===== config.mk =====
export PLATFORM = sky130hd
export DESIGN_NAME = avalon_burst_arbiter
export DESIGN_NICKNAME = d
export VERILOG_FILES = /design/src/rtl/avalon_burst_arbiter.sv
export SDC_FILE = /design/constraint.sdc
export NUM_CORES = 1
export LEC_CHECK = 0
export CORE_AREA = 2 2 146 148
export DETAILED_ROUTE_END_ITERATION = 8
export DIE_AREA = 0 0 148 150
export HOLD_SLACK_MARGIN = 0.1
export PLACE_DENSITY = 0.58
export SLEW_MARGIN = 10
export SYNTH_ARGS = -nofsm -noshare
export SYNTH_HDL_FRONTEND = slang
export SYNTH_SLANG_ARGS = --single-unit

===== constraint.sdc =====
create_clock -name clk -period 7.72 [get_ports clk]
set_clock_uncertainty 0.1 [all_clocks]
set_input_delay 0.772 -clock clk [delete_from_list [all_inputs] [get_ports clk]]
set_output_delay 0.772 -clock clk [all_outputs]
set_load 0.03 [all_outputs]

===== src/rtl/avalon_burst_arbiter.sv =====
// N-host Avalon-MM burst arbiter in front of one SDRAM agent: one fixed-priority host,
// round-robin among the rest, grant held for a whole read or write burst.
module avalon_burst_arbiter #(
  parameter int unsigned NH        = 3,
  parameter int unsigned AW        = 32,
  parameter int unsigned DW        = 32,
  parameter int unsigned BCW       = 5,
  parameter int unsigned PRIO_HOST = 0
) (
  input  logic                   clk,
  input  logic                   rst_n,
  input  logic [NH*AW-1:0]       h_address,
  input  logic [NH-1:0]          h_read,
  input  logic [NH-1:0]          h_write,
  input  logic [NH*DW-1:0]       h_writedata,
  input  logic [NH*(DW/8)-1:0]   h_byteenable,
  input  logic [NH*BCW-1:0]      h_burstcount,
  output logic [NH-1:0]          h_waitrequest,
  output logic [DW-1:0]          h_readdata,
  output logic [NH-1:0]          h_readdatavalid,
  output logic [AW-1:0]          m_address,
  output logic [DW-1:0]          m_writedata,
  output logic [DW/8-1:0]        m_byteenable,
  output logic [BCW-1:0]         m_burstcount,
  output logic                   m_read,
  output logic                   m_write,
  input  logic                   m_waitrequest,
  input  logic [DW-1:0]          m_readdata,
  input  logic                   m_readdatavalid,
  output logic [NH-1:0]          grant,
  output logic                   err_stray
);

  localparam int unsigned IW  = (NH > 1) ? $clog2(NH) : 1;
  localparam int unsigned BEW = DW / 8;
  localparam int unsigned FirstNp = (PRIO_HOST == 0) ? 1 : 0;
  localparam logic [IW-1:0] RrReset = (FirstNp == 0) ? IW'(NH - 1) : IW'(FirstNp - 1);

  typedef enum logic [1:0] {StIdle, StWrBurst, StRdCmd, StRdData} state_e;

  state_e         state_q, state_d;
  logic [IW-1:0]  gidx_q, gidx_d;
  logic [IW-1:0]  rr_q, rr_d;
  logic [BCW-1:0] len_q, len_d;
  logic [BCW-1:0] beat_cnt_q, beat_cnt_d;
  logic           err_stray_q;

  logic [NH-1:0]  req;
  logic [IW-1:0]  win_idx;
  logic [IW-1:0]  cand;
  logic           found;
  logic [BCW-1:0] win_bc;
  logic           g_read, g_write;

  assign req     = h_read | h_write;
  assign g_read  = h_read[gidx_q];
  assign g_write = h_write[gidx_q];
  assign win_bc  = h_burstcount[win_idx*BCW +: BCW];

  // Priority host first; otherwise scan forward from the last non-priority winner.
  always_comb begin
    win_idx = '0;
    cand    = '0;
    found   = 1'b0;
    if (req[PRIO_HOST]) begin
      win_idx = IW'(PRIO_HOST);
      found   = 1'b1;
    end else begin
      for (int unsigned k = 1; k <= NH; k++) begin
        cand = IW'((32'(rr_q) + k) % NH);
        if (!found && cand != IW'(PRIO_HOST) && req[cand]) begin
          win_idx = cand;
          found   = 1'b1;
        end
      end
    end
  end

  always_comb begin
    state_d    = state_q;
    gidx_d     = gidx_q;
    rr_d       = rr_q;
    len_d      = len_q;
    beat_cnt_d = beat_cnt_q;
    unique case (state_q)
      StIdle: begin
        if (found) begin
          gidx_d     = win_idx;
          len_d      = (win_bc == '0) ? BCW'(1) : win_bc;
          beat_cnt_d = '0;
          if (win_idx != IW'(PRIO_HOST)) rr_d = win_idx;
          state_d    = h_read[win_idx] ? StRdCmd : StWrBurst;
        end
      end
      StWrBurst: begin
        if (g_write && !m_waitrequest) begin
          beat_cnt_d = beat_cnt_q + BCW'(1);
          if (beat_cnt_q == len_q - BCW'(1)) state_d = StIdle;
        end
      end
      StRdCmd: begin
        if (g_read && !m_waitrequest) begin
          beat_cnt_d = '0;
          state_d    = StRdData;
        end
      end
      StRdData: begin
        if (m_readdatavalid) begin
          beat_cnt_d = beat_cnt_q + BCW'(1);
          if (beat_cnt_q == len_q - BCW'(1)) state_d = StIdle;
        end
      end
      default: state_d = StIdle;
    endcase
  end

  always_ff @(posedge clk or negedge rst_n) begin
    if (!rst_n) begin
      state_q     <= StIdle;
      gidx_q      <= '0;
      rr_q        <= RrReset;
      len_q       <= '0;
      beat_cnt_q  <= '0;
      err_stray_q <= 1'b0;
    end else begin
      state_q    <= state_d;
      gidx_q     <= gidx_d;
      rr_q       <= rr_d;
      len_q      <= len_d;
      beat_cnt_q <= beat_cnt_d;
      if (m_readdatavalid && state_q != StRdData) err_stray_q <= 1'b1;
    end
  end

  always_comb begin
    h_waitrequest   = '1;
    h_readdatavalid = '0;
    grant           = '0;
    m_read          = 1'b0;
    m_write         = 1'b0;
    if (state_q != StIdle) grant[gidx_q] = 1'b1;
    unique case (state_q)
      StWrBurst: begin
        m_write               = g_write;
        h_waitrequest[gidx_q] = m_waitrequest;
      end
      StRdCmd: begin
        m_read                = g_read;
        h_waitrequest[gidx_q] = m_waitrequest;
      end
      StRdData: h_readdatavalid[gidx_q] = m_readdatavalid;
      default: ;
    endcase
  end

  assign m_address    = h_address[gidx_q*AW +: AW];
  assign m_writedata  = h_writedata[gidx_q*DW +: DW];
  assign m_byteenable = h_byteenable[gidx_q*BEW +: BEW];
  assign m_burstcount = len_q;
  assign h_readdata   = m_readdata;
  assign err_stray    = err_stray_q;

endmodule


==> reports/metrics.cfg, run 1 <==
[run_status]
status=finished clean

[pwr]
total_power_mw=2.325
power.leakage_nw=2.208
power_density_nw_per_um2=364.1
ir_worst_vdd_mv=0.2010

[setup_path]
crit_chain=buf_4 > mux2i_1 > o21ai_0 > clkdlybuf4s50_1
crit_path_end_kind=output pin
crit_slowest_cell=dfrtp_4
rr_worst_depth=8
worst_setup_path_start_kind=flop
crit_arrival_ns=3.38
crit_fanout=43
critPathKind=flop to output pin
required_ns=6.85
slowest_delay_ns=0.84

[place]
gp_congestion=0.8126
dpl.hpwl_mm=16.88
port_buffers=313

[clock_network]
cts_hold_buf=0
post_cts_resized=0
cts_max_level=1
post-cts-setup-buffers=0
cts_buffers=3
clk_latency_ns=0.25
cts_sinks=17
cts_tree=done
path_clk_slew_ns=0.06
clk_path_buf_depth=2
cts-root-buf=clkbuf_16

[logic_synthesis]
synth_top_area_share_pct=24.66
syn-cell-area_um2=3166
ys_seq_elements=17
ys_warn_count=0
ys_top_cells_by_count=nand2_1 (80), mux2i_1 (78), o21ai_0 (75)
ys_types=50
synth_edf_count=0
ys_async_sr_fraction_pct=100.0
syn_nets=712
synth.area.top_cells=mux2i_1 (25%), dfrtp_1 (13%), o21ai_0 (12%), nand2_1 (9.5%), buf_4 (7.8%)
syn_area_per_cell_um2=7.178
synthFlopType=dfrtp_1
synth-seq-area-share_pct=13.44
yosysMostFrequentCell=nand2_1
syn_inst=441
synth_top_cell_by_area=mux2i_1

[timing]
slew_viol_final=0
timing.setup.tns_ns=0
finalHoldViolCount=0
slew_headroom_pct=37.24
setup_violations=0
finalCriticalPeriod_ns=4.256
min_period_over_period_pct=55.14
holdWs_ns=0.3780
fmax_ghz=0.2349
rsz0062_at_grt=no
worst_pin_slew_ns=0.9352

[grt]
antenna_found_initial=2
grt_start_max_net_pins=78
grt_pass1_wl_mm=27.63
overflow=0
grt_util_all_layers_pct=16.93
grt_pass1_vias=4012

[die]
start_util_pct=15.30
die_h_um=150
die-area_um2=22200
io_pins=378
core_area_um2=20690
die_w_um=148
rows=53

[detailed_routing]
drt-initial-drc-count=154
dr.pass1.iters=4
viasPerCell=4.273
wl_per_cell_um=20.70
wl_mm=20.22
ant_nets=0
vias=4175
drcViolationCount=0

[finish]
multi_input_area_um2=2320
drive_gt1_share_pct=3.429
nNetsFinal=972
regArea_um2=430.4
final_util_pct=30.87
fillers=2225
syn_to_final_growth_pct=101.7

[flow_run]
maxCapViolations=0

[hold_path]
hold_path.class=flop to flop
whs_path_depth=1

## routing by layer
metal	share of wire [%]	track usage, %	wire length, um	up-vias
met5	0	0	0	-
met4	0.67	1.714	136	0
li1	-	-	-	2034
met3	10	5.945	2096	10
met2	43	25.56	8731	224
met1	46	23.93	9259	1907
## worst max-delay path, delay by kind of cell (launching register included)
family	cells	cell delay (ns)
buf+inv	2	1.36
flops	1	0.84
mux	1	0.71
compound gates	1	0.20
## layout make-up
cell class,count,area share [%]
multi-input cells,350,36.32
diodes,2,0.07837
clock buffers,3,1.176
flip-flops and latches,17,6.740
inverters,13,0.7641
repair buffers,316,49.41
clock inverters,1,0.1176
well taps,275,5.388
## stage by stage
step | cells | setup slack [ns] | area [um2]
after floorplan | 441 | 4.775 | 3166
after global placement | 971 | 3.667 | 6299
after detailed placement | 971 | 3.693 | 6299
after CTS | 975 | 3.384 | 6381
after global routing | 975 | 3.256 | 6381
final | 977 | 3.464 | 6386
## state kept, by name (all words and copies together), names as in the netlist
name,flops
m_burstcount,5
gidx_q,2
beat_cnt_q,5
rr_q,2
state_q,2
err_stray,1
## worst paths after layout
path                                 from       endpoint  slack (ns)
max in group asynchronous           rst_n      gidx_q[1]        5.98
worst min-delay path            err_stray      err_stray        0.38
worst min register to register  err_stray      err_stray        0.38
worst max-delay path            gidx_q[1]   m_address[0]        3.46
worst max register to register  gidx_q[1]     state_q[0]        4.14
min in group asynchronous           rst_n  beat_cnt_q[2]        0.91
## cells in the final DEF (no fill, tap or decap), types with 3 or more instances in the layout
cell type        count
mux2i_1             78
inv_1               13
clkdlybuf4s50_1    313
ha_1                10
a21o_1               3
a21oi_1              3
buf_4                3
clkbuf_16            3
a31oi_1              3
nand2_1             80
nor4_1               5
nand3_1              3
nor2b_1              3
xnor2_1              7
nor2_1              27
a211o_1              6
o21ai_0             75
nor3_1               4
nand2b_1             5
dfrtp_1             15
## power breakdown
| part | switching, mW | internal (mW) |
|---|---|---|
| combinational | 1.19 | 0.821 |
| clock | 0.0391 | 0.0700 |
| sequential | 0.0762 | 0.125 |
## cell families after synthesis
logic type,synth area share [%]
muxes,25.49
buffers and inverters,13.52
DFF,13.44
adders and majority gates,3.953
xor gates and xnor gates,2.214
AOI/OAI and AO/OA,21.19
and+or+nand+nor,20.20
Power figures use the tool's default switching activity.
==> inputs of run 2 (changes only) <==
- PLACE_DENSITY: 0.58 -> 0.59
- clock period: 7.72 -> 3.91 ns (I/O delays scaled with it)
==> reports/metrics.cfg, run 2 (same netlist as run 1, synthesis figures left out) <==
[run_status]
status=finished clean

[setup_path]
regToRegEndpoint=state_q[1]
crit_fanout=40  ; -7.0%
cp.buffers_inverters=2  ; unchanged
cpLargestDelayFamily=buffers and inverters
critPathKind=flop to output pin
crit_chain=buf_12 > mux2i_1 > o21ai_0 > clkdlybuf4s50_1
worst-path-stages=4  ; unchanged
slowest_delay_ns=0.88  ; +0.04 ns
critPathCapture=m_writedata[23]
rr_worst_depth=8  ; unchanged
worst_setup_path_start_kind=flop
regToRegStartpoint=gidx_q[1]
crit_slowest_cell=dfrtp_4
required_ns=3.42  ; -3.43 ns
crit_arrival_ns=3.01  ; -0.37 ns
crit_start=gidx_q[1]
crit_path_end_kind=output pin
ff2ff_setup_slack_ns=1.11  ; -3.03 ns

[clock_network]
cts_buffers=3  ; unchanged
cts_tree=done
cts_hold_buf=0  ; unchanged
path_clk_slew_ns=0.05  ; about the same
clk_latency_ns=0.25  ; about the same
cts-root-buf=clkbuf_16
cts_max_level=1  ; unchanged
post_cts_resized=0  ; unchanged
cts_sinks=17  ; unchanged
clk_path_buf_depth=2  ; unchanged
post-cts-setup-buffers=0  ; unchanged

[timing]
finalCriticalPeriod_ns=3.497
setup_violations=0  ; unchanged
min_period_over_period_pct=89.45
slew_viol_final=0  ; unchanged
finalHoldViolCount=0  ; unchanged
worst_pin_slew_ns=0.7692  ; -0.1660 ns
slew_headroom_pct=48.72  ; +11 points
timing.setup.tns_ns=0  ; unchanged
rsz0062_at_grt=no
fmax_ghz=0.2859

[pwr]
p_clk_share_pct=4.5  ; -0.2 points
power.internal_mw=2.014  ; +98%
power.leakage_nw=2.238  ; +1.3%
ir_worst_vdd_mv=0.3477  ; +73%
power_density_nw_per_um2=718.4  ; +97%
seqPwrFrac_pct=8.7  ; about the same
p_comb_share_pct=86.8  ; about the same
total_power_mw=4.592  ; +97%
switchingPower_mw=2.578  ; +97%
p_sw_share_pct=56.14  ; -0.18 points

[die]
die-area_um2=22200  ; unchanged
die_w_um=148  ; unchanged
core_area_um2=20690  ; unchanged
rows=53  ; unchanged
start_util_pct=15.30  ; unchanged
io_pins=378  ; unchanged
die_h_um=150  ; unchanged

[finish]
drive_gt1_share_pct=5.271  ; +1.8 points
diodes=0  ; -2
layout_common_cells=clkdlybuf4s50_1 (302), nand2_1 (80), mux2i_1 (78)
syn_to_final_growth_pct=101.9  ; about the same
nNetsFinal=974  ; +0.21%
fin_cells=977  ; unchanged
final_area_um2=6391  ; about the same
final_common_cell=clkdlybuf4s50_1

[hold_path]
whs_path_depth=1  ; unchanged
hold_path.class=flop to flop

[detailed_routing]
drt-initial-drc-count=158  ; +2.6%
vias=4110  ; -1.6%
viasPerCell=4.207  ; -1.6%
wl_mm=18.05  ; -11%
wl_per_cell_um=18.47  ; -11%
ant_nets=0  ; unchanged
dr.pass1.iters=4  ; unchanged
drcViolationCount=0  ; unchanged

[place]
gp_congestion=0.7488  ; -7.9%
dpl.hpwl_mm=14.95  ; -11%
place_inst=973  ; +0.21%
port_buffers=313  ; unchanged
place_area_um2=6311  ; +0.20%

[grt]
grt_pass1_vias=4081  ; +1.7%
antenna_found_initial=0  ; -2
grt_start_max_net_pins=78  ; unchanged
overflow=0  ; unchanged
grt_util_all_layers_pct=14.72  ; -2.2 points
grt_pass1_wl_mm=24.98  ; -9.6%

[flow_run]
maxCapViolations=0  ; unchanged

-- run 2: cell count changes in the layout (fill, tap and decap cells not counted), sizes merged --
cell,previous run,this run
clkinv,0,1
diode,2,0
buf,3,16
clkdlybuf4s50,313,302
clkinvlp,1,0
-- run 2: layer usage --
layer / global-route usage [%] / up-vias / part of all wire [%]
met3: 8.293 / 4 / 14
met4: 0.5714 / 0 / 0.10
met5: 0 / - / 0
li1: - / 2037 / -
met1: 18.55 / 1864 / 41
met2: 23.17 / 205 / 45
-- run 2: layout make-up --
type                            count  area [um2]
Fill cell                        2233       14300
Clock inverter                      1       5.005
Timing Repair Buffer              318        3168
Sequential cell                    17       430.4
Inverter                           13       48.80
Clock buffer                        3       75.07
Multi-Input combinational cell    350        2320
Tap cell                          275       344.1
-- run 2: power by group through the flow --
| stage | registers, mW | clock network (mW) | logic (mW) |
|---|---|---|---|
| 5_1_grt | 0.416 | 0.222 | 4.31 |
| 3_5_place_dp | 0.406 | 0 | 4.03 |
| 6_report | 0.401 | 0.206 | 3.99 |
| 2_1_floorplan | 0.349 | 0 | 2.44 |
| 3_3_place_gp | 0.407 | 0 | 4.04 |
| 4_1_cts | 0.405 | 0.210 | 4.06 |
-- run 2: worst min-delay path by stage --
stage                     to      start  slack (ns)
2_1_floorplan  beat_cnt_q[0]      rst_n      -0.005
3_3_place_gp       err_stray  err_stray        0.35
3_5_place_dp       err_stray  err_stray        0.34
4_1_cts            err_stray  err_stray        0.36
5_1_grt            err_stray  err_stray        0.38
6_report           err_stray  err_stray        0.36
-- run 2: per-stage QoR --
stage / hold WS (ns) / worst slack (ns) / utilization (%)
2_1_floorplan: -0.004591 / 1.346 / -
3_3_place_gp: 0.3462 / 0.6427 / 30.50
3_5_place_dp: 0.3435 / 0.6554 / 30.50
4_1_cts: 0.3630 / 0.3712 / 30.89
5_1_grt: 0.3767 / 0.2789 / 30.89
6_report: 0.3572 / 0.4126 / 30.89
